$ cat src/rtl/hazard_ctrl.sv
// rtl/hazard_ctrl.sv - five-stage pipeline hazard/sequencing controller
// Owns PC and pipeline-register write enables/flushes, plus debug stall/flush counters.
module hazard_ctrl #(
  parameter int CNT_W = 16
) (
  input  logic             CLK,
  input  logic             nRST,
  input  logic             ihit,
  input  logic             dhit,
  input  logic             mem_req,
  input  logic [4:0]       id_rs,
  input  logic [4:0]       id_rt,
  input  logic             ex_memread,
  input  logic [4:0]       ex_wsel,
  input  logic             ex_redirect,
  input  logic             wb_halt,
  output logic             pc_W,
  output logic             ifid_W,
  output logic             ifid_RST,
  output logic             idex_W,
  output logic             idex_RST,
  output logic             exmem_W,
  output logic             memwb_W,
  output logic             halt,
  output logic [CNT_W-1:0] stall_cnt,
  output logic [CNT_W-1:0] flush_cnt
);

  typedef enum logic [1:0] {
    RUN     = 2'd0,
    MEMWAIT = 2'd1,
    HALTED  = 2'd2
  } state_t;

  state_t state, next_state;
  logic   squash_pend, squash_next;
  logic   halt_next;
  logic   flush_inc;
  logic   load_use;

  localparam logic [CNT_W-1:0] CNT_MAX = {CNT_W{1'b1}};

  assign load_use = ex_memread && (ex_wsel != 5'd0) &&
                    ((ex_wsel == id_rs) || (ex_wsel == id_rt));

  always_ff @(posedge CLK or negedge nRST) begin
    if (!nRST) begin
      state       <= RUN;
      squash_pend <= 1'b0;
      halt        <= 1'b0;
    end else begin
      state       <= next_state;
      squash_pend <= squash_next;
      halt        <= halt_next;
    end
  end

  always_comb begin
    pc_W        = 1'b0;
    ifid_W      = 1'b0;
    ifid_RST    = 1'b0;
    idex_W      = 1'b0;
    idex_RST    = 1'b0;
    exmem_W     = 1'b0;
    memwb_W     = 1'b0;
    next_state  = state;
    squash_next = squash_pend;
    halt_next   = halt;
    flush_inc   = 1'b0;
    if (!nRST) begin
      ifid_RST = 1'b1;
      idex_RST = 1'b1;
    end else begin
      case (state)
        RUN, MEMWAIT: begin
          if (wb_halt) begin
            next_state = HALTED;
            halt_next  = 1'b1;
          end else if (mem_req && !dhit) begin
            // Whole pipe freezes; redirect and load-use wait until dhit.
            next_state = MEMWAIT;
          end else begin
            next_state = RUN;
            if (ex_redirect) begin
              pc_W        = 1'b1;
              ifid_RST    = 1'b1;
              idex_RST    = 1'b1;
              exmem_W     = 1'b1;
              memwb_W     = 1'b1;
              squash_next = !ihit;
              flush_inc   = 1'b1;
            end else if (load_use) begin
              idex_RST = 1'b1;
              exmem_W  = 1'b1;
              memwb_W  = 1'b1;
            end else begin
              idex_W  = 1'b1;
              exmem_W = 1'b1;
              memwb_W = 1'b1;
              if (squash_pend) begin
                // Late wrong-path fetch returning; PC already holds the target.
                ifid_RST = 1'b1;
                if (ihit) squash_next = 1'b0;
              end else if (ihit) begin
                pc_W   = 1'b1;
                ifid_W = 1'b1;
              end else begin
                ifid_RST = 1'b1;
              end
            end
          end
        end
        default: begin
          next_state = HALTED;
        end
      endcase
    end
  end

  always_ff @(posedge CLK or negedge nRST) begin
    if (!nRST) begin
      stall_cnt <= '0;
      flush_cnt <= '0;
    end else if (state != HALTED) begin
      if (!pc_W && (stall_cnt != CNT_MAX)) stall_cnt <= stall_cnt + 1'b1;
      if (flush_inc && (flush_cnt != CNT_MAX)) flush_cnt <= flush_cnt + 1'b1;
    end
  end

endmodule

$ cat config.mk
export PLATFORM = sky130hd
export DESIGN_NAME = hazard_ctrl
export DESIGN_NICKNAME = d
export VERILOG_FILES = /design/src/rtl/hazard_ctrl.sv
export SDC_FILE = /design/constraint.sdc
export NUM_CORES = 1
export LEC_CHECK = 0
export ABC_AREA = 1
export BUFFER_PORTS_ARGS = -buffer_cell sky130_fd_sc_hd__buf_2
export CORE_MARGIN = 4
export CORE_UTILIZATION = 45
export DETAILED_ROUTE_END_ITERATION = 7
export MAX_ROUTING_LAYER = met4
export PLACE_DENSITY = 0.7
export RECOVER_POWER = 50
export SYNTH_ARGS = -nofsm -noshare
export SYNTH_HDL_FRONTEND = slang
export SYNTH_SLANG_ARGS = --single-unit
$ cat constraint.sdc
create_clock -name CLK -period 3.8 [get_ports CLK]
set_input_delay 0.76 -clock CLK [delete_from_list [all_inputs] [get_ports CLK]]
set_output_delay 0.76 -clock CLK [all_outputs]
set_load 0.005 [all_outputs]
==> results, run 1 <==
- The tree is rooted in a clkbuf_8.
- The slew at the pin with the worst max-slew slack is 0.761 ns.
- The share of synthesized area in the top cell type comes to 38.1%.
- The boundary pin count is 63.
- The adder-cell share of the synthesized area is 1.06%.
- In the post-synthesis netlist, the biggest area contributors are dfrtp_1, nand2_1, xor2_1.
- The count of final max-slew check failures was 0.
- The leakage power total is 1.56 nW.
- Once layout is done, the placed cells without fillers occupy 2830 sq um.
- The final sum of negative setup slack is 0 ns.
- The flow ran to the end, and the final reports show no timing, DRC or antenna violations.
- The first global-routing pass estimated 9440 microns of wire.
- The count of endpoints failing setup in the final report is 0.
- The die height is 80.5 microns.
- The worst clock skew on the final layout is 0.00654 ns.
- Subtracting the final worst setup slack from the clock period gives 2.91 ns.
- From synthesis to final layout, the design area changed by 19.8%.
- The floorplan step defined a die boundary enclosing 6480 sq um.
- The Yosys step of the flow raised 0 warnings.
- The total of hold buffers inserted after clock tree synthesis is 0.
- The first detailed-routing pass took 4 iterations.
- For flop-to-flop paths, the worst setup slack is 1.62 ns.
- After synthesis the netlist holds a flip-flop and latch count of 36.
- The count of H-tree levels built during CTS is 2.
- The number of buffers created by CTS is 5.
- In this run the tightest slew margin relative to its limit is 49.2%.
- After detailed placement, the design holds a cell count of 453.
- Data on the critical path arrives at its endpoint at 2.15 ns.
- Entering global routing, the biggest net connects 42 pins.
- Leaving out filler cells and counting taps, the final layout contains 461.
- After synthesis, flip-flops and latches occupy 38.1% of the total area.
- Global routing consumed, over all layers together, 19.2% of the routing resources.
- CTS saw 36 sinks.
- After synthesis, the mean cell area works out to 7.25 sq um.
- The wire length per cell is 11.8 microns.
- The initial core utilization is 46.3%.
- The global placer's final weighted congestion is 0.881.
- Gates resized during post-CTS repair numbered 0.
- Clock-pin slew was measured on the worst setup and hold paths at 0.08 ns.
- Along the worst path, the maximum fanout reaches 18.
- The total power divided by cell area is 283 nW/um^2.
- The post-CTS setup-driven buffer insertion count is 0.
- The per-cell via count in the routed design is 4.96.
- The element type at the critical path start is an input port.
- The synthesized netlist devotes 11.5% of its cell area to XOR and XNOR gates.
- The layout net count is 415.
- The share of cell area taken by muxes after synthesis is 0%.
- The number of cell instances on the worst register-to-register path is 9.
- The combined area of all synthesized cells is 2360 sq um.
- The detailed router finished its first iteration with 60 violations.
- The tightest min-delay check is of the reg -> reg type.
- Once detailed placement completed, the half-perimeter wirelength came to 4080 microns.
- The final routed wirelength across all metal layers is 5450 microns.
- The maximum buffer depth of the clock tree is 2.
- In this run the tool buffered the top-level ports with 62 buffer cells.
- The routed layout has 2288 vias.
- STA puts the critical path data required time at 3.04 ns.
- The post-route netlist has 20.5% of its cells at a drive strength greater than 1.
- The TritonCTS clock tree is done.
- Synthesis produced 326 cells.
- The path with the worst hold slack has its endpoint at halt.
- After synthesis, the largest family of logic cells by area is simple AND/OR/NAND/NOR gates.
- The tool flagged a number of max-cap violations equal to 0.
- For this run, the top clock speed supported by timing is 344 MHz.
- The number of antenna diodes in the final layout is 0.
- The synthesized netlist net count is 351.
- The placement row count is 26.
- The number of cells on the worst hold path is 1.
- The maximum resistive drop on vdd is 252 uV.
- For this run, design rule violations remaining after detail routing come to 0.
- The terminus of the critical flop-to-flop path is stall_cnt[6].
- The core box area is 5110 sq um.
- The final global-route overflow total is 0.
- The startpoint identified for the worst register-to-register timing path is stall_cnt[0].
- Setup repair after global routing left no endpoint under its margin.
- The share of the clock period used by the worst path after layout is 76.5%.
- Summing the areas of all compound-gate instances in the mapped netlist gives 2.54% of the synthesized area.
- The clock insertion delay at the later pin of the skew report is 0.29 ns.
- The startpoint identified for the worst hold timing path is halt.
- The number of global-route vias before repair was 2140.
- The kind of critical path is in -> out.
- The synthesized netlist devotes 38.5% of its cell area to simple gates.
- The number of hold violations in the final report is 0.
- The floorplan die width is 80.5 microns.
- Summing all placed instances gives a cell area of 2720 sq um.
- The cell type with the highest aggregate area in the netlist is dfrtp_1.
- The count of unique library cells instantiated by Yosys is 26.
- In this run the remaining antenna-violating nets after routing total 0.
- The worst setup path is captured at an output port.
- The number of antenna violations at the first check in global routing is 0.
- The final worst hold slack is 0.474 ns.
[report_power, final]
group	leakage, nW	switching, mW	internal [mW]	total [mW]
clock network	0.0645	0.143	0.232	0.374
logic	1.04	0.0272	0.0175	0.0448
registers	0.461	0	0.383	0.383
[state kept, by name (all words and copies together), names as in the netlist]
| signal | cells |
|---|---|
| flush_cnt | 16 |
| halt | 1 |
| stall_cnt | 16 |
| squash_pend | 1 |
| state | 2 |
[area by class of cell]
type,count,area (sq um)
sequential,36,901
timing repair buffer,63,312
clock inverter,1,30.0
inverter,40,150
clock buffer,7,96.3
fill,542,2280
tap,70,87.6
multi-input combinational,244,1250
[per-stage QoR]
step | worst slack [ns] | util, % | total power [mW]
after floorplan | 1.34 | - | 0.409
after global placement | 1.18 | 53.3 | 0.435
after detailed placement | 1.14 | 53.3 | 0.437
after CTS | 1.13 | 55.8 | 0.811
after global routing | 0.763 | 55.4 | 0.836
final | 0.891 | 55.4 | 0.802
[Yosys cell counts, drive strengths merged]
cell	number
a31o	1
a31oi	1
buf	6
dfrtp	36
ha	2
inv	40
nand2	112
nand3	22
nand4	20
nor2	37
nor3	8
nor4	1
o21ai	9
xnor2	14
xor2	17
[critical path: stages]
cell     delay, ns
buf_2         0.10
inv_1         0.05
nand2_1       0.06
nor2_1        0.20
nand2_1       0.16
nor2_1        0.34
inv_2         0.24
nand2_1       0.12
buf_2         0.11
[worst max-delay path by stage]
stage | startpoint | endpoint | slack (ns) | depth (start not counted)
2_1_floorplan | wb_halt | ifid_W | 1.34 | 8
3_3_place_gp | wb_halt | ifid_W | 1.18 | 9
3_5_place_dp | wb_halt | ifid_W | 1.14 | 9
4_1_cts | wb_halt | ifid_W | 1.13 | 9
5_1_grt | wb_halt | pc_W | 0.76 | 9
6_report | wb_halt | pc_W | 0.89 | 9
[placed cells by master (no fill, tap or decap), types with 6 or more instances in the layout]
master / n
xnor2_1: 14
nand4_1: 20
nor2_1: 35
xor2_1: 17
inv_1: 36
nand3_1: 20
buf_2: 57
dfrtp_1: 36
clkbuf_8: 7
nand2_1: 110
o21ai_0: 6
[kinds of logic after synthesis]
| logic type | after synthesis |
|---|---|
| AND/OR/NAND/NOR | 200 |
| flip-flops | 36 |
| XOR/XNOR | 31 |
| AO/OA/AOI/OAI | 11 |
| buffers and inverters | 46 |
| adder cells (fa/ha/maj) | 2 |
[per-layer routing]
metal / track usage [%] / part of all wire (%)
met1: 22.9 / 45
met2: 30.6 / 47
met3: 5.38 / 5.7
met4: 7.60 / 2.1
met5: - / 0
Power figures use the tool's default switching activity.
==> inputs of run 2 (changes only) <==
Settings changed: ABC_AREA 1 to 0, PLACE_DENSITY 0.7 to 0.75.
Clock period 3.8 ns to 2.35 ns, I/O delays scaled along.
==> run 2 against run 1 <==
  * Via count down 31%
  * Routed wire length down 24%
  * Non-clock buffer count up 10
  * Worst hold slack worse by 0.18 ns
  * Cell count down 34%
  * First-iteration DRC count up 12%
  * Combinational power rose to 4.9 times the previous value
  * Worst setup slack worse by 0.80 ns
  * Global-route usage down 2.7 points
  * Sequential share of layout area up 4.6 points
  * Clock-buffer cell count down 1
  * Sequential power up 92%
  * Critical path type unchanged
  * Largest cell class unchanged
==> results, run 2 <==
- The post-layout utilization of the core is 60.5% (was 55.4%).
- The final antenna diode count is 0 (unchanged).
- The remaining design rule violation count came to 0 (unchanged).
- The number of antenna violations at the first check in global routing was 0 (unchanged).
- The area enclosed by the die boundary is 5440 sq um (was 6480 sq um).
- Leading cell types by total area after synthesis: dfrtp_1, xor2_1, xnor2_1 (was dfrtp_1, nand2_1, xor2_1).
- The number of routed nets with antenna violations is 0 (unchanged).
- The total of hold buffers inserted after clock tree synthesis is 0 (unchanged).
- The slew at the pin with the worst max-slew slack is 0.486 ns (was 0.761 ns).
- The global placer's final weighted congestion is 0.891 (was 0.881).
- The total power divided by cell area came to 570 nW/um^2 (was 283 nW/um^2).
- The final global-route overflow total is 0 (unchanged).
- The final routed wirelength across all metal layers is 4150 microns (was 5450 microns).
- The initial core utilization is 47.6% (was 46.3%).
- The largest delay contributor family on the critical path is simple AND/OR/NAND/NOR gates (unchanged).
- The maximum resistive drop on vdd was 501 uV (was 252 uV).
- The critical-path maximum fanout is 3 (was 18).
- Timing would allow up to 443 MHz.
- The number of placed cells counting well taps is 293 (was 453).
- The maximum buffer depth of the clock tree is 2 (unchanged).
- The pin count of the biggest net entering global routing is 41 (was 42).
- The share of the clock period used by the worst path after layout is 96.0%.
- The register area share after synthesis is 46.3% (was 38.1%).
- The combined area of all synthesized cells is 1950 sq um (was 2360 sq um).
- The die height came to 73.8 microns (was 80.5 microns).
- The starting DRC count in detailed routing is 67 (was 60).
- The count of placed standard cells in the final layout, fillers left out came to 306 (was 461).
- The fraction of final layout cells sized beyond drive strength 1 is 35.2% (was 20.5%).
- The most common cell after layout, fill and taps aside is buf_2 (was nand2_1).
- The root buffer cell is clkbuf_8 (unchanged).
- Run status: finished, final reports clean (unchanged).
- The per-cell via count in the routed design is 5.14 (was 4.96).
- The number of global-route vias before repair is 1585 (was 2140).
- The kind of critical path is in -> out (unchanged).
- The endpoint required time on the critical path is 1.88 ns (was 3.04 ns).
- The element type at the critical path start is an input port (unchanged).
- The maximum single-stage delay on the critical path is 0.53 ns (was 0.34 ns).
- Leading cell types in the layout, fill and taps excluded: buf_2, dfrtp_1, xor2_1 (was nand2_1, buf_2, inv_1, dfrtp_1, nor2_1).
- The TritonCTS clock tree is done (unchanged).
- The class of the most critical hold timing path is in -> async (was reg -> reg).
- The highest-delay cell along the critical path is or4_1 (was nor2_1).
- The worst slew slack as a fraction of its limit came to 67.6% (was 49.2%).
- The register-to-register path setup slack was 0.42 ns (was 1.62 ns).
- Largest registers: flush_cnt (16), stall_cnt (16), state (2) (unchanged).
- The number of storage elements in the synthesis netlist came to 36 (unchanged).
- The length of the first detailed-routing pass in iterations is 4 (unchanged).
- The floorplan die width is 73.8 microns (was 80.5 microns).
- The boundary pin count is 63 (unchanged).
- The count of H-tree levels built during CTS is 2 (unchanged).
- The synthesized netlist net count is 203 (was 351).
- Unrepaired setup endpoints after global routing: no (unchanged).
- The most used flip-flop cell after synthesis is dfrtp_1 (unchanged).
- The overall global routing resource usage is 16.5% (was 19.2%).
- The total of max-cap violations is 0 (unchanged).
- The count of unique library cells instantiated by Yosys came to 44 (was 26).
- The total via count after detailed routing came to 1573 (was 2288).
- The most common cell type on the critical path is buf_2 (was nand2_1).
- The cell count after synthesis is 178 (was 326).
- The post-detailed-placement half-perimeter wirelength is 3140 microns (was 4080 microns).
- The type of destination of the critical path is an output port (unchanged).
- For the finished layout, the period the worst path requires is 2.25 ns.
- The post-synthesis to final-layout area growth is 27.0% (was 19.8%).
- The leakage power total is 1.17 nW (was 1.56 nW).
- The count of final max-slew check failures was 0 (unchanged).
- The register clock-pin slew on the reported worst setup and hold paths is 0.08 ns (about the same).
- The cell type with the highest aggregate area in the netlist is dfrtp_1 (unchanged).
- The most repeated cell in the gate-level netlist after synthesis is dfrtp_1 (was nand2_1).
- The core box area is 4090 sq um (was 5110 sq um).
- The number of hold violations in the final report is 0 (unchanged).
- List of most frequent post-synthesis cells: dfrtp_1, xor2_1, xnor2_1, nand3_1, nor2_1 (was nand2_1, dfrtp_1, inv_1, nor2_1).
- The mean instance size in the synthesized netlist is 10.9 sq um (was 7.25 sq um).
- The number of enable flip-flop cells after synthesis came to 0 (unchanged).
- The layout net count is 280 (was 415).
- The placement row count is 23 (was 26).
- The first-pass GRT wire length came to 6770 microns (was 9440 microns).
- The share of the synthesized area in the top cell type is 46.3% (was 38.1%).
- The final sum of negative setup slack was 0 ns (unchanged).
- The number of fillers in the final layout is 349 (was 542).
- The count of input and output buffers was 62 (unchanged).
- The number of buffers created by CTS came to 5 (unchanged).
- The worst endpoint data arrival time is 1.78 ns (was 2.15 ns).
- The count of endpoints failing setup in the final report is 0 (unchanged).
- The worst clock skew on the final layout was 0.0102 ns (was 0.00654 ns).
- The number of warnings printed during yosys synthesis is 0 (unchanged).
- The clock insertion delay at the later pin of the skew report came to 0.29 ns (about the same).
- Cell-by-cell trace of the critical path: buf_2 -> or4_1 -> o21ai_2 -> nor2_1 -> o21ba_1 -> o21ai_1 -> buf_2 (was buf_2 -> inv_1 -> nand2_1 -> nor2_1 -> nand2_1 -> nor2_1 -> inv_2 -> nand2_1 -> buf_2).
- The share of synthesized flip-flops with an asynchronous set or reset is 100% (unchanged).
- The final worst hold slack is 0.296 ns (was 0.474 ns).
- The wire length per cell was 13.5 microns (was 11.8 microns).
- The clock sink count is 36 (unchanged).
- The number of buffer and inverter stages on the critical path is 2 (was 4).
run 2: cell count changes after synthesis, moves of 3 or more:
cell	delta
nand2b_1	+4
nand3_1	-7
inv_2	-4
o21ai_0	-5
xor2_1	+8
inv_1	-35
and2_1	+3
nand4_1	-12
and3_1	+5
nand2_1	-99
nor2_1	-22
run 2: area by class of cell:
class | instances | area, sq um | share of cell area, %
multi-input cells | 138 | 1020 | 41.4
flip-flops and latches | 36 | 901 | 36.4
repair buffers | 73 | 388 | 15.7
clock buffers | 6 | 82.6 | 3.34
well taps | 50 | 62.6 | 2.53
clock inverters | 2 | 10.0 | 0.405
inverters | 1 | 3.75 | 0.152
run 2: layer usage:
layer  up-vias  wire, microns  global-route usage, %
li1        786              -                      -
met1       744           1810                   19.8
met2        37           2040                   26.9
met3         6            236                   3.56
met4         0             59                   6.84
met5         -              0                      -
run 2: logic make-up (layout without fill, tap and decap cells):
kind of cell	after synthesis	in the layout	synth area share, %
AOI/OAI and AO/OA	14	14	6.11
xor gates and xnor gates	40	40	18.0
adders and majority gates	2	2	1.29
buffers and inverters	4	82	1.41
DFF	36	36	46.3
muxes	3	3	1.74
and+or+nand+nor	79	79	25.2
run 2: final timing paths:
| path | startpoint | cells past startpoint | to |
|---|---|---|---|
| min | nRST | 2 | flush_cnt[5] |
| min in group CLK | ihit | 2 | squash_pend |
| max in group asynchronous | nRST | 2 | state[1] |
| max reg2reg | stall_cnt[6] | 6 | stall_cnt[15] |
| min reg2reg | flush_cnt[13] | 1 | flush_cnt[13] |
| max | ex_wsel[1] | 7 | ifid_RST |
run 2: power by group:
part / internal, mW / leakage (nW) / switching [mW]
registers: 0.672 / 0.451 / 0.0649
clock network: 0.234 / 0.0510 / 0.220
logic: 0.110 / 0.671 / 0.108
run 2: through the flow:
step	cell area (sq um)	setup slack (ns)	power (mW)
after floorplan	1950	0.317	0.851
after global placement	2340	0.0360	0.965
after detailed placement	2340	0.0318	0.970
after CTS	2430	0.0230	1.42
after global routing	2470	0.00735	1.47
final	2470	0.0952	1.41
run 2: what timing repair did:
action                     4_1_cts  5_1_grt
hold endpoints to repair         0        0
buffers inserted                 0        5
setup endpoints to repair        0        4
resized for setup                0        2
